File: config.mk
export PLATFORM = sky130hd
export DESIGN_NAME = systolic_pe
export DESIGN_NICKNAME = d
export VERILOG_FILES = /design/src/rtl/pe_pkg.sv /design/src/rtl/pe_sat_add.sv /design/src/rtl/systolic_pe.sv
export SDC_FILE = /design/constraint.sdc
export NUM_CORES = 1
export LEC_CHECK = 0
export CORE_ASPECT_RATIO = 1.2
export CORE_MARGIN = 5
export CORE_UTILIZATION = 52
export DETAILED_ROUTE_END_ITERATION = 10
export GPL_ROUTABILITY_DRIVEN = 1
export GPL_TIMING_DRIVEN = 0
export PLACE_DENSITY_LB_ADDON = 0.12
export SLEW_MARGIN = 10
export SYNTH_ARGS = -nofsm -noshare
export SYNTH_HDL_FRONTEND = slang
export SYNTH_SLANG_ARGS = --single-unit
File: constraint.sdc
create_clock -name clk -period 9.6 [get_ports clk]
set_clock_uncertainty 0.15 [all_clocks]
set_input_delay 1.92 -clock clk [delete_from_list [all_inputs] [get_ports clk]]
set_output_delay 1.92 -clock clk [all_outputs]
set_load 0.005 [all_outputs]
File: src/rtl/pe_pkg.sv
// pe_pkg: shared definitions for the systolic processing element.
//   pe_mode_e        : dataflow mode encoding (MODE_OS = 0, MODE_WS = 1)
//   sat_max/sat_min  : largest/smallest signed value of a given width,
//                      returned 64 bits wide for the caller to truncate.
package pe_pkg;

    typedef enum logic {
        MODE_OS = 1'b0,
        MODE_WS = 1'b1
    } pe_mode_e;

    function automatic logic signed [63:0] sat_max(input int unsigned w);
        return (64'sd1 <<< (w - 1)) - 64'sd1;
    endfunction

    function automatic logic signed [63:0] sat_min(input int unsigned w);
        return -(64'sd1 <<< (w - 1));
    endfunction

endpackage

File: src/rtl/pe_sat_add.sv
// pe_sat_add: combinational ACC_W-bit signed adder with overflow detection.
//   a, b : signed addends
//   sum  : a+b, clamped to the signed range when SATURATE=1, wrapped otherwise
//   ovf  : signed overflow of a+b
module pe_sat_add
    import pe_pkg::*;
#(
    parameter int ACC_W    = 24,
    parameter int SATURATE = 1
) (
    input  logic signed [ACC_W-1:0] a,
    input  logic signed [ACC_W-1:0] b,
    output logic signed [ACC_W-1:0] sum,
    output logic                    ovf
);

    localparam logic signed [ACC_W-1:0] MAX_V = ACC_W'(sat_max(ACC_W));
    localparam logic signed [ACC_W-1:0] MIN_V = ACC_W'(sat_min(ACC_W));

    logic signed [ACC_W-1:0] raw;

    always_comb begin
        raw = a + b;
        // Overflow only when both addends share a sign the result lacks.
        ovf = (a[ACC_W-1] == b[ACC_W-1]) && (raw[ACC_W-1] != a[ACC_W-1]);
        sum = raw;
        if (ovf && (SATURATE != 0)) begin
            sum = a[ACC_W-1] ? MIN_V : MAX_V;
        end
    end

endmodule

File: src/rtl/systolic_pe.sv
// systolic_pe: one multiply-accumulate cell of a systolic array.
//   clk, rst        : clock, synchronous active-high reset
//   clear           : synchronous tile clear (weight is kept)
//   mode            : 0 output-stationary, 1 weight-stationary
//   valid_in        : a_in/b_in (and psum_in in WS) valid
//   a_in, b_in      : signed operands
//   psum_in         : upstream partial sum (WS)
//   w_load          : load b_in into the weight register
//   flush           : OS: emit accumulator and restart
//   a_out, b_out    : operands forwarded with one cycle latency
//   valid_out       : valid_in forwarded with one cycle latency
//   c_out, c_valid  : result and its one-cycle valid pulse
//   ovf             : sticky overflow flag
module systolic_pe
    import pe_pkg::*;
#(
    parameter int DATA_W   = 8,
    parameter int ACC_W    = 24,
    parameter int SATURATE = 1
) (
    input  logic                     clk,
    input  logic                     rst,
    input  logic                     clear,
    input  logic                     mode,
    input  logic                     valid_in,
    input  logic signed [DATA_W-1:0] a_in,
    input  logic signed [DATA_W-1:0] b_in,
    input  logic signed [ACC_W-1:0]  psum_in,
    input  logic                     w_load,
    input  logic                     flush,
    output logic signed [DATA_W-1:0] a_out,
    output logic signed [DATA_W-1:0] b_out,
    output logic                     valid_out,
    output logic signed [ACC_W-1:0]  c_out,
    output logic                     c_valid,
    output logic                     ovf
);

    pe_mode_e                  mode_e;
    logic signed [DATA_W-1:0]  mul_b;
    logic signed [2*DATA_W-1:0] prod;
    logic signed [ACC_W-1:0]   add_a, add_b, add_sum;
    logic                      add_ovf;

    logic signed [ACC_W-1:0]   acc_d, acc_q, c_out_d, c_out_q;
    logic signed [DATA_W-1:0]  weight_d, weight_q, a_d, a_q, b_d, b_q;
    logic                      c_valid_d, c_valid_q, ovf_d, ovf_q, v_d, v_q;

    // A single adder serves both modes: upstream psum in WS, the local
    // accumulator in OS. An invalid cycle adds zero so an OS flush without
    // data simply emits the accumulator.
    always_comb begin
        mode_e = pe_mode_e'(mode);
        mul_b  = (mode_e == MODE_WS) ? weight_q : b_in;
        prod   = (2*DATA_W)'(a_in) * (2*DATA_W)'(mul_b);
        add_a  = (mode_e == MODE_WS) ? psum_in : acc_q;
        add_b  = valid_in ? ACC_W'(prod) : '0;
    end

    pe_sat_add #(
        .ACC_W   (ACC_W),
        .SATURATE(SATURATE)
    ) u_add (
        .a  (add_a),
        .b  (add_b),
        .sum(add_sum),
        .ovf(add_ovf)
    );

    always_comb begin
        acc_d     = acc_q;
        weight_d  = w_load ? b_in : weight_q;
        c_out_d   = c_out_q;
        c_valid_d = 1'b0;
        ovf_d     = ovf_q;
        a_d       = a_in;
        b_d       = b_in;
        v_d       = valid_in;

        if (mode_e == MODE_WS) begin
            if (valid_in) begin
                c_out_d   = add_sum;
                c_valid_d = 1'b1;
                ovf_d     = ovf_q | add_ovf;
            end
        end else if (flush) begin
            c_out_d   = add_sum;
            c_valid_d = 1'b1;
            acc_d     = '0;
            ovf_d     = ovf_q | add_ovf;
        end else if (valid_in) begin
            acc_d = add_sum;
            ovf_d = ovf_q | add_ovf;
        end

        if (clear) begin
            acc_d     = '0;
            weight_d  = weight_q;
            c_out_d   = '0;
            c_valid_d = 1'b0;
            ovf_d     = 1'b0;
            a_d       = '0;
            b_d       = '0;
            v_d       = 1'b0;
        end
    end

    always_ff @(posedge clk) begin
        if (rst) begin
            acc_q     <= '0;
            weight_q  <= '0;
            c_out_q   <= '0;
            c_valid_q <= 1'b0;
            ovf_q     <= 1'b0;
            a_q       <= '0;
            b_q       <= '0;
            v_q       <= 1'b0;
        end else begin
            acc_q     <= acc_d;
            weight_q  <= weight_d;
            c_out_q   <= c_out_d;
            c_valid_q <= c_valid_d;
            ovf_q     <= ovf_d;
            a_q       <= a_d;
            b_q       <= b_d;
            v_q       <= v_d;
        end
    end

    assign a_out     = a_q;
    assign b_out     = b_q;
    assign valid_out = v_q;
    assign c_out     = c_out_q;
    assign c_valid   = c_valid_q;
    assign ovf       = ovf_q;

endmodule

==> reports/results.ini, run 1 <==
[die]
io_pins = 90
fp.dieH_um = 136
num_rows = 46
die-area_sq_mm = 0.0156
die_w_um = 115
core_region_area_sq_mm = 0.0131
effective_utilization_at_floorplan_pct = 52.6

[critical_path]
timing.critical_path.required_ns = 9.68
critPathLaunchType = input pin
critical-path-top-delay-family = adder cells
crit_type = in -> reg
end_kind = flip-flop
r2r-start = weight_q[4]$_SDFFE_PP0P_
critPathSlowestCell = fa_1
critical_path.max_fanout = 10
worst_path_largest_cell_delay_ns = 0.61
crit_path_start = b_in[6]
critPathMostFrequentCell = fa_1
crit_buf_inv = 6
cp.arrival_ns = 9.50

[logic_synthesis]
synth_cell_type_count = 61
synth_common_cells = inv_1 (94), dfxtp_1 (75), a21oi_1 (64)
synth_area_leaders = dfxtp_1 (22%), fa_1 (17%), ha_1 (9.5%)
synth_simple_gate_area_share_pct = 17.7
synth_largest_type_area_fraction_pct = 21.9
synthArstFlopShare_pct = 0
postSynth.topFlopCell = dfxtp_1
synth_enable_flop_cells = 0
ys_seq_area_share_pct = 21.9
synth_top_cell_by_area = dfxtp_1
synthesis.instances = 808
syn_area_sq_mm = 0.00687
syn_nets = 964
fraction_of_the_mapped_netlist_area_in_compound_gates_pct = 17.7
leading_cell_type_by_number_of_instances_after_synthesis = inv_1
synth_warnings = 0
synth.area.mux_share_pct = 6.74
yosys.area_share.xor_xnor_pct = 2.68
synth_adder_area_share_pct = 26.1
synth_top_family_by_area = adder cells
syn-mean-instance-area_sq_um = 8.50
synth_seq_cells = 75

[hold_path]
hp-class = reg -> reg
min-delay-start = acc_q[10]$_SDFFE_PP0P_

[place]
pre_cts_slack_ns = -1.80
hpwl_mm = 14.5
final_weighted_congestion_in_routability_driven_placement = 0.872
io_buffers = 87
dpl-instance-area_sq_mm = 0.00797
placed_cells = 1063

[cts]
holdBufCountCts = 0
h_tree_depth = 3
cts_inserted_buffers = 9
cts-root-to-sink-buffers = 2
root_driver = clkbuf_16
clkLatencyLatePin_ns = 0.34
tritoncts = yes
cts_num_sinks = 75
clkSlewWorstSetupHoldPaths_ns = 0.07

[grt]
gr-usage-all-layers_pct = 25.3
grt_antenna_before_repair = 0
grt_pass1_wl_mm = 32.0
grt_start_max_net_pins = 16
grt.overflow.total = 0
grt_pass1_vias = 6624

[timing]
hold_viol = 0
final_critical_path_time_including_i_o_delays_and_setup_ns = 9.41
finalSetupTns_ns = 0
report.final.slew_viol_count = 0
worst_slack_ns = 0.185
finalSetupViolations = 0
worstMarginPinSlew_ns = 0.799
relSlewSlack_pct = 46.1
timing.hold.ws_ns = 0.294
max_clock_freq_mhz = 106
layout_worst_path_cycle_share_pct = 98.1

[cells_and_area]
fillerInstances = 1061
n_antenna_cell = 0
final_nets = 1087
drive_above_1_share_pct = 15.3
post-route-util_pct = 68.2
number_of_cells_in_the_finished_layout_apart_from_fillers = 1104
stdcell_area_sq_mm = 0.00892
synthToLayoutAreaGrowth_pct = 29.8

[job]
drv.max_cap_violation_count = 0

[detailed_routing]
ant_nets = 0
viasPerCell = 5.65
postRouteWirelength_mm = 19.3
drt-initial-drc-count = 296
routed_wire_length_per_instance_um = 17.5
post-route-drc-count = 0
vias = 6242
drt_first_pass_iters = 4

[power]
leakage_nw = 3.96
vdd_drop_max_uv = 227
cellPowerDensity_mw_per_mm2 = 243
power.total_mw = 2.17

[status]
run_status = completed

==> logic make-up (layout without fill, tap and decap cells) <==
family                     after synthesis  after routing
AOI/OAI and AO/OA                      197            197
xor gates and xnor gates                21             21
adders and majority gates              109            109
buffers and inverters                  124            252
DFF                                     75             75
muxes                                   43             43
and+or+nand+nor                        239            239
==> state kept, by name, indices dropped and copies added (netlist names) <==
name	count
c_out	24
a_out	8
acc_q	24
weight_q	8
b_out	8
valid_out	1
ovf	1
c_valid	1
==> per-layer routing <==
metal	GRT usage, %	routed length [um]	part of all wire, %
met1	29.7	7710	40
met2	46.1	10400	54
met3	2.76	676	3.5
met4	11.0	594	3.1
met5	0	0	0
==> placed cells by master, fill, tap and decap left out, types with 5 or more instances in the layout <==
cell              n
nor2_1           49
xor2_1            5
o21a_1            8
dfxtp_1          75
clkdlybuf4s50_1  76
a21oi_2          14
clkbuf_1         19
o211ai_1          8
or2_2             5
a21o_1           12
clkbuf_16        10
buf_4            24
nand2_1          57
nor2b_1          35
fa_1             56
dlymetal6s2s_1   10
ha_4              5
xnor2_1          16
mux2_2           23
nand2b_1          8
ha_1             46
a211o_1           5
or3_1             8
o21ai_0          42
nand3_1           9
a31oi_2           5
a211oi_1          6
mux2i_4           5
mux2i_1          11
o21ai_1          19
nor3_1           11
a21oi_1          48
inv_1            92
and2_1           31
==> what timing repair did <==
| item | 4_1_cts | 5_1_grt |
|---|---|---|
| gates resized for setup | 57 | 41 |
| cloned | 1 | 0 |
| hold endpoints to repair | 0 | 0 |
| endpoints found under the setup margin | 49 | 47 |
| buffers inserted | 15 | 10 |
| pin swaps | 13 | 19 |
==> where the power goes <==
group	switching, mW	internal (mW)
logic	0.827	0.656
registers	0.0129	0.337
clock network	0.154	0.179
total	0.994	1.17
==> worst paths after layout <==
check / endpoint / slack [ns] / cells after the start
setup / recovery: acc_q[15]$_SDFFE_PP0P_ / 0.19 / 30
hold / removal: acc_q[10]$_SDFFE_PP0P_ / 0.29 / 2
setup reg to reg: acc_q[15]$_SDFFE_PP0P_ / 1.87 / 29
hold reg to reg: acc_q[10]$_SDFFE_PP0P_ / 0.29 / 2
==> area by class of cell <==
type | instances | area, sq um | area share, %
Buffer | 29 | 199 | 2.23
Clock buffer | 9 | 225 | 2.53
Clock inverter | 7 | 58.8 | 0.660
Inverter | 94 | 353 | 3.96
Multi-Input combinational cell | 609 | 5230 | 58.7
Sequential cell | 75 | 1500 | 16.8
Tap cell | 168 | 210 | 2.36
Timing Repair Buffer | 113 | 1130 | 12.7
==> worst register-to-register path: cells and delay by family (launching register included) <==
family	cells	cell delay [ns]
adders and majority gates	7	3.43
AOI/OAI and AO/OA	9	1.65
and+or+nand+nor	7	1.21
buffers and inverters	5	0.61
DFF	1	0.32
muxes	1	0.30
Note: power is estimated with default switching activity, not from simulation.
==> inputs of run 2 (changes only) <==
--- a/config.mk
+++ b/config.mk
@@ -7,7 +7,7 @@
 export LEC_CHECK = 0
 export CORE_ASPECT_RATIO = 1.2
 export CORE_MARGIN = 5
-export CORE_UTILIZATION = 52
+export CORE_UTILIZATION = 50
 export DETAILED_ROUTE_END_ITERATION = 10
 export GPL_ROUTABILITY_DRIVEN = 1
 export GPL_TIMING_DRIVEN = 0
==> run 2 against run 1 <==
Net effect: power increased by 7.5%; non-clock buffer count increased by 14; sequential power about the same; register-to-register slack about the same; first-iteration DRC count increased by 26%; flip-flop and latch count unchanged; hold slack improved by 0.0024 ns; clock-buffer cell count unchanged; wire length increased by 1.8%; clock power increased by 11%; sequential share of layout area decreased by 0.51 points.
==> reports/results.ini, run 2 (synthesized netlist as in run 1, its figures left out) <==
[grt]
grt_pass1_vias = 6462
grt_antenna_before_repair = 0
grt_start_max_net_pins = 17
grt.overflow.total = 0
gr-usage-all-layers_pct = 24.5
grt_pass1_wl_mm = 31.6

[critical_path]
end_kind = flip-flop
critPathLaunchType = input pin
critPathMostFrequentCell = fa_1
critPathSlowestCell = fa_1
worst_path_largest_cell_delay_ns = 0.55
timing.critical_path.required_ns = 9.68
crit_buf_inv = 11
critical-path-top-delay-family = adder cells
critical_path.max_fanout = 9
cp.arrival_ns = 9.48
crit_type = in -> reg

[power]
vdd_drop_max_uv = 174
cellPowerDensity_mw_per_mm2 = 253
leakage_nw = 4.08
power.total_mw = 2.33

[cells_and_area]
synthToLayoutAreaGrowth_pct = 33.9
final-seq-area_sq_mm = 0.00150
area_of_the_multi_input_gates_sq_mm = 0.00532
layout.cells.most_common = inv_1
n_antenna_cell = 0
most-common-layout-cells = inv_1 (89), dfxtp_1 (75), clkdlybuf4s50_1 (75)
drive_above_1_share_pct = 17.2
final_nets = 1101
fillerInstances = 1144
post-route-util_pct = 67.4

[die]
core_region_area_sq_mm = 0.0136
die_w_um = 117
fp.dieH_um = 138
num_rows = 47
die-area_sq_mm = 0.0162
effective_utilization_at_floorplan_pct = 50.3
io_pins = 90

[cts]
cts-root-to-sink-buffers = 2
tritoncts = yes
clkLatencyLatePin_ns = 0.36
cts_num_sinks = 75
clkSlewWorstSetupHoldPaths_ns = 0.06
root_driver = clkbuf_16
h_tree_depth = 3
cts_inserted_buffers = 9
holdBufCountCts = 0

[detailed_routing]
viasPerCell = 5.59
ant_nets = 0
post-route-drc-count = 0
routed_wire_length_per_instance_um = 17.6
drt-initial-drc-count = 373
drt_first_pass_iters = 5
postRouteWirelength_mm = 19.7
vias = 6265

[status]
run_status = completed

[timing]
finalSetupViolations = 0
layout_worst_path_cycle_share_pct = 97.9
final_critical_path_time_including_i_o_delays_and_setup_ns = 9.40
max_clock_freq_mhz = 106
worstMarginPinSlew_ns = 0.880
rsz_0062_raised_after_global_routing = yes
relSlewSlack_pct = 41.3
report.final.slew_viol_count = 0
hold_viol = 0

[place]
final_weighted_congestion_in_routability_driven_placement = 0.884
hpwl_mm = 14.6
io_buffers = 87

[hold_path]
hp-class = reg -> reg

[job]
drv.max_cap_violation_count = 0

-- run 2: cell count changes in the layout (fill, tap and decap cells not counted), sizes merged --
| cell | before | now |
|---|---|---|
| inv | 97 | 99 |
| buf | 34 | 47 |
| clkbuf | 30 | 31 |
| clkinv | 3 | 1 |
| bufinv | 0 | 1 |
| clkdlybuf4s50 | 76 | 75 |
| dlymetal6s2s | 10 | 11 |
| clkinvlp | 1 | 0 |
-- run 2: path summary, 6_finish.rpt --
| check | startpoint | slack (ns) | depth (start not counted) | end |
|---|---|---|---|---|
| setup / recovery | mode | 0.20 | 37 | c_out[4]$_SDFFE_PP0P_ |
| hold / removal | acc_q[10]$_SDFFE_PP0P_ | 0.30 | 2 | acc_q[10]$_SDFFE_PP0P_ |
| setup reg to reg | weight_q[4]$_SDFFE_PP0P_ | 1.88 | 34 | c_out[4]$_SDFFE_PP0P_ |
| hold reg to reg | acc_q[10]$_SDFFE_PP0P_ | 0.30 | 2 | acc_q[10]$_SDFFE_PP0P_ |
-- run 2: worst min-delay path: stages (launching register included) --
cell and delay, ns:
dfxtp_1 0.31, nand2_1 0.05, o21ai_1 0.05
-- run 2: power breakdown --
group | switching, mW | internal, mW | total (mW)
sequential | 0.0130 | 0.337 | 0.350
combinational | 0.871 | 0.736 | 1.61
clock | 0.162 | 0.209 | 0.371
-- run 2: timing repair --
item | CTS | global route
resized for setup | 66 | 52
setup endpoints to repair | 49 | 47
cloned | 1 | 2
setup buffers | 25 | 13
pin swaps | 14 | 33
-- run 2: metal layers --
layer	vias to the layer above	global-route usage [%]	routed length, um
met2	167	43.5	10300
met1	3031	29.1	7930
met3	44	3.67	809
li1	3023	-	-
met4	0	9.60	634
met5	-	0	0
-- run 2: layout make-up --
class	instances	share of cell area, %
Timing Repair Buffer	128	14.0
Buffer	28	2.15
Clock buffer	9	2.45
Clock inverter	7	1.01
Sequential cell	75	16.3
Tap cell	171	2.33
Inverter	94	3.84
Multi-Input combinational cell	609	57.9
-- run 2: metrics by stage --
step | setup WS [ns] | TNS (ns) | area, sq um | hold slack, ns | instances
6_report | 0.198 | 0 | 9200 | 0.297 | 1121
5_1_grt | -0.0254 | -0.160 | 9200 | 0.312 | 1121
4_1_cts | -0.00827 | -0.00827 | 8850 | 0.300 | 1107
3_5_place_dp | -1.86 | -84.07 | 7970 | 0.292 | 1066
3_3_place_gp | -1.78 | -80.59 | 7970 | 0.283 | 1066
2_1_floorplan | 0.00976 | 0 | 6890 | 0.271 | 808
==> inputs of run 3 (changes only) <==
--- a/config.mk
+++ b/config.mk
@@ -5,6 +5,7 @@
 export SDC_FILE = /design/constraint.sdc
 export NUM_CORES = 1
 export LEC_CHECK = 0
+export ABC_AREA = 1
 export CORE_ASPECT_RATIO = 1.2
 export CORE_MARGIN = 5
 export CORE_UTILIZATION = 50
==> run 3 against run 2 <==
Net effect: sequential power up 2%; utilization shrank 5.1 points; register-to-register slack better by 0.33 ns; non-clock buffer count is 33 lower; power rose by 11%; combinational power grew 18%; die area increased by 2.2%; clock-buffer cell count stayed put; final cell count rose by 18%; clock power decreased by 9.7%.
==> reports/results.ini, run 3 <==
[grt]
grt_pass1_wl_mm = 31.2
grt_antenna_before_repair = 0
grt_pass1_vias = 6546
grt_start_max_net_pins = 17
grt.overflow.total = 0
grtUsageMet1_pct = 27.1
grt_util_met2_pct = 41.5
gr-usage-met3_pct = 3.27
grt_busiest_layer = met2
gr-usage-all-layers_pct = 22.9

[critical_path]
worst_path_largest_cell_delay_ns = 0.56
cp.arrival_ns = 9.20
timing.critical_path.required_ns = 9.73
crit_type = in -> reg
critPathLaunchType = input pin
end_kind = flip-flop
critPathSlowestCell = fa_1
critical_path.max_fanout = 10
critPathMostFrequentCell = nand2_1

[logic_synthesis]
synth_common_cells = nand2_1 (288), inv_1 (181), nor2_1 (101)
postSynth.topFlopCell = dfxtp_1
synth_enable_flop_cells = 0
synth_warnings = 0
ys_seq_area_share_pct = 21.4
synth_top_cell_by_area = dfxtp_1
synth_top_family_by_area = adder cells
synth_simple_gate_area_share_pct = 25.3
yosys.area_share.xor_xnor_pct = 2.37
synth_adder_area_share_pct = 25.5
synth_area_leaders = dfxtp_1 (21%), fa_1 (16%), nand2_1 (15%)
syn_nets = 1190
synth_cell_type_count = 36
synth_largest_type_area_fraction_pct = 21.4
synth.area.mux_share_pct = 0
syn_area_sq_mm = 0.00703
fraction_of_the_mapped_netlist_area_in_compound_gates_pct = 13.9
syn-mean-instance-area_sq_um = 6.80
leading_cell_type_by_number_of_instances_after_synthesis = nand2_1
synthArstFlopShare_pct = 0
synth_seq_cells = 75
synthesis.instances = 1034

[status]
run_status = completed

[die]
io_pins = 90
effective_utilization_at_floorplan_pct = 50.9
num_rows = 47
die_w_um = 118
core_region_area_sq_mm = 0.0138
die-area_sq_mm = 0.0165
fp.dieH_um = 140

[detailed_routing]
vias = 6670
routed_wire_length_per_instance_um = 14.5
ant_nets = 0
post-route-drc-count = 0
drt-initial-drc-count = 365
viasPerCell = 5.06
postRouteWirelength_mm = 19.1
drt_first_pass_iters = 5

[timing]
worst_slack_ns = 0.535
report.final.slew_viol_count = 0
timing.hold.ws_ns = 0.316
relSlewSlack_pct = 53.8
max_clock_freq_mhz = 110
finalSetupViolations = 0
final_critical_path_time_including_i_o_delays_and_setup_ns = 9.07
layout_worst_path_cycle_share_pct = 94.4
rsz_0062_raised_after_global_routing = no
hold_viol = 0
worstMarginPinSlew_ns = 0.693

[cts]
clkLatencyLatePin_ns = 0.35
tritoncts = yes
root_driver = clkbuf_16
cts_num_sinks = 75
holdBufCountCts = 0
cts_inserted_buffers = 9
h_tree_depth = 3
cts-root-to-sink-buffers = 2
clkSlewWorstSetupHoldPaths_ns = 0.07

[cells_and_area]
drive_above_1_share_pct = 6.54
post-route-util_pct = 62.3
final_nets = 1298
n_antenna_cell = 0
synthToLayoutAreaGrowth_pct = 22.5
layout.cells.most_common = nand2_1
most-common-layout-cells = nand2_1 (287), inv_1 (179), nor2_1 (100)

[power]
vdd_drop_max_uv = 160
leakage_nw = 4.45
cellPowerDensity_mw_per_mm2 = 301

[hold_path]
hp-class = reg -> reg

[place]
final_weighted_congestion_in_routability_driven_placement = 0.968
pre_cts_slack_ns = -0.838
io_buffers = 89
hpwl_mm = 15.9

[job]
drv.max_cap_violation_count = 0

run 3: cell count changes after synthesis, moves of 26 or more:
cell / previous run / this run
and2_1: 32 / 0
inv_1: 94 / 181
mux2_2: 26 / 0
nand2_1: 57 / 288
nor2_1: 49 / 101
nor2b_1: 37 / 0
o21bai_1: 1 / 27
run 3: worst paths after layout:
| kind | to | slack [ns] | depth (start not counted) | from |
|---|---|---|---|---|
| worst max-delay path | acc_q[11]$_SDFFE_PP0P_ | 0.53 | 34 | b_in[6] |
| worst min-delay path | acc_q[14]$_SDFFE_PP0P_ | 0.32 | 2 | acc_q[14]$_SDFFE_PP0P_ |
| worst max register to register | acc_q[11]$_SDFFE_PP0P_ | 2.21 | 33 | weight_q[2]$_SDFFE_PP0P_ |
| worst min register to register | acc_q[14]$_SDFFE_PP0P_ | 0.32 | 2 | acc_q[14]$_SDFFE_PP0P_ |
run 3: cells by family (layout without fill, tap and decap cells):
kind of cell	Yosys count	in the layout
compound gates	178	178
xor+xnor	19	19
fa+ha+maj	109	109
buf+inv	211	324
flops	75	75
simple gates	442	442
run 3: cell type report:
cell class / instances / area, sq um
well taps: 171 / 214
repair buffers: 97 / 953
multi-input cells: 748 / 4830
clock inverters: 7 / 65.1
clock buffers: 9 / 225
flip-flops and latches: 75 / 1500
plain buffers: 26 / 125
fillers: 1336 / 5210
inverters: 185 / 698
run 3: worst max-delay path, delay by kind of cell:
| family | cells | cell delay, ns |
|---|---|---|
| buffers and inverters | 6 | 0.85 |
| adder cells (fa/ha/maj) | 7 | 3.30 |
| AO/OA/AOI/OAI | 11 | 1.90 |
| AND/OR/NAND/NOR | 10 | 1.23 |
run 3: power breakdown:
group / total (mW) / leakage [nW] / switching [mW] / internal, mW
logic: 1.90 / 3.70 / 1.20 / 0.702
clock network: 0.335 / 0.141 / 0.153 / 0.182
registers: 0.357 / 0.612 / 0.0144 / 0.343
run 3: stage by stage:
stage                     TNS, ns  power, mW  cell area [sq um]  std cells
after detailed placement   -34.67       2.15               8140       1294
after global placement     -34.59       2.15               8140       1294
after floorplan                 0       1.68               7030       1034
after CTS                       0       2.52               8490       1311
final                           0       2.59               8610       1318
after global routing            0       2.85               8610       1318
run 3: timing repair:
item                                   in CTS  in global routing
gates resized for setup                    19                 17
endpoints found under the hold margin       0                  0
pin swaps                                   0                  5
cloned                                      0                  0
setup buffers                               1                  7
setup endpoints to repair                  47                 47
run 3: routing by layer:
metal  wire length [um]  share of wire (%)
met1               8030                 42
met5                  0                  0
met4                548                2.9
met2               9870                 52
met3                657                3.4
==> variant (settings of run 2) <==
Register the input `valid_in` before use. The logic sees it one clock later. The other inputs are not delayed to match. Comments in the files are not updated.
--- a/src/rtl/systolic_pe.sv
+++ b/src/rtl/systolic_pe.sv
@@ -38,2 +38,8 @@
 
+    logic valid_q;
+
+    always_ff @(posedge clk) begin
+        valid_q <= valid_in;
+    end
+
     pe_mode_e                  mode_e;
@@ -56,3 +62,3 @@
         add_a  = (mode_e == MODE_WS) ? psum_in : acc_q;
-        add_b  = valid_in ? ACC_W'(prod) : '0;
+        add_b  = valid_q ? ACC_W'(prod) : '0;
     end
@@ -77,6 +83,6 @@
         b_d       = b_in;
-        v_d       = valid_in;
+        v_d       = valid_q;
 
         if (mode_e == MODE_WS) begin
-            if (valid_in) begin
+            if (valid_q) begin
                 c_out_d   = add_sum;
@@ -90,3 +96,3 @@
             ovf_d     = ovf_q | add_ovf;
-        end else if (valid_in) begin
+        end else if (valid_q) begin
             acc_d = add_sum;
Check against the original RTL: not equivalent (Yosys sat finds a counterexample within 4 cycles, from zero or initial values and one cycle with rst high).
==> variant against run 2 <==
- worst setup slack got worse by 0.064 ns
- power increased by 8.6%
- cell area rose by 0.65%
- largest power group unchanged
- routed wire length increased by 2.0%
- via count is 1.4% lower
- count of clock-buffer cells in the layout rose by 1
- largest cell class unchanged
- first-iteration DRC count fell by 20%
- sequential cell count up 1
- global-route usage rose by 1.4 points
- area after synthesis fell by 1.7%
- sequential share of layout area rose by 0.11 points
==> variant: results <==
[cells_and_area]
nNetsFinal = 1078
nFillCells = 1013
drive_gt1_share_pct = 20.95

[min_path]
min_to = acc_q[14]
hold_start = acc_q[14]

[route]
wl_per_cell_um = 18.36
drt_iter0_drc = 299
met2WireLength_um = 10490
wl_met1_um = 7777
dr.max_layer_used = met4
met3_length_um = 934
drtPass1Iterations = 4
vias = 6176

[global_routing]
use_met1_pct = 29.20
grt_pass1_vias = 6577
grt_util_met2_pct = 47.28
track_usage_pct = 25.88
grt_max_degree = 14
use_met3_pct = 4.262

[synth]
synthAdderAreaFrac_pct = 26.54
synth-compound-area-share_pct = 17.05
synth_area_leaders = dfxtp_1 23%, fa_1 17%, ha_1 9.6%
synth_common_cells = 103 x inv_1, 76 x dfxtp_1, 57 x fa_1
syn_nets = 935
synth-xor-area-share_pct = 3.503
synth_cell_types = 58
synth-seq-area-share_pct = 22.54
syn-mean-instance-area_um2 = 8.665

[placement]
gp_congestion = 0.9265
pre_cts_slack_ns = -2.070
postPlaceCellArea_um2 = 7920
place_hpwl_um = 14960

[critical_path]
cpMaxStageDelayCell = clkdlybuf4s50_1
max_stage_delay_ns = 0.67
cp.arrival_ns = 9.61
worstRegToRegCells = 30

[status]
run_status = complete, no violations

[sta]
slew_headroom_pct = 46.16

[pwr]
leakagePower_nw = 4.009
==> variant: changes by cell type after synthesis, moves of 6 or more <==
cell      change
o211ai_1      -6
nand2_1       -8
o21a_1        -7
inv_1         +9
a21oi_1       -8
==> variant: stage by stage <==
step | hold WS [ns] | total power [mW]
floorplan | 0.2712 | 1.290
global placement | 0.2831 | 1.601
detailed placement | 0.2890 | 1.625
CTS | 0.2967 | 2.318
global route | 0.3266 | 2.685
finish | 0.2993 | 2.529
==> variant: repair_timing <==
item,4_1_cts,5_1_grt
pin swaps,45,48
resized for setup,76,70
cloned,2,0
setup endpoints to repair,49,47
hold endpoints to repair,0,0
setup buffers,38,6
==> variant: worst max-delay path by stage <==
stage | startpoint | slack (ns) | to | cells past startpoint
finish | a_in[6] | 0.13 | ovf | 29
global route | b_in[1] | -0.09 | ovf | 33
CTS | b_in[2] | 0.02 | acc_q[12] | 32
detailed placement | mode | -2.07 | c_out[16] | 30
global placement | mode | -1.97 | c_out[14] | 30
floorplan | mode | 0.03 | acc_q[0] | 31
==> variant: final cells by class <==
type | count | area, um^2 | area share (%)
Tap cell | 168 | 210.2 | 2.271
Multi-Input combinational cell | 573 | 5328 | 57.56
Sequential cell | 76 | 1521 | 16.44
Inverter | 103 | 386.6 | 4.177
Clock inverter | 5 | 83.83 | 0.9056
Timing Repair Buffer | 133 | 1316 | 14.22
Clock buffer | 10 | 239.0 | 2.582
Buffer | 26 | 171.4 | 1.852
==> variant: power breakdown <==
group | internal (mW) | leakage [nW] | total (mW) | switching, mW
registers | 0.343 | 0.620 | 0.359 | 0.0155
clock network | 0.234 | 0.151 | 0.375 | 0.141
logic | 0.827 | 3.24 | 1.79 | 0.968
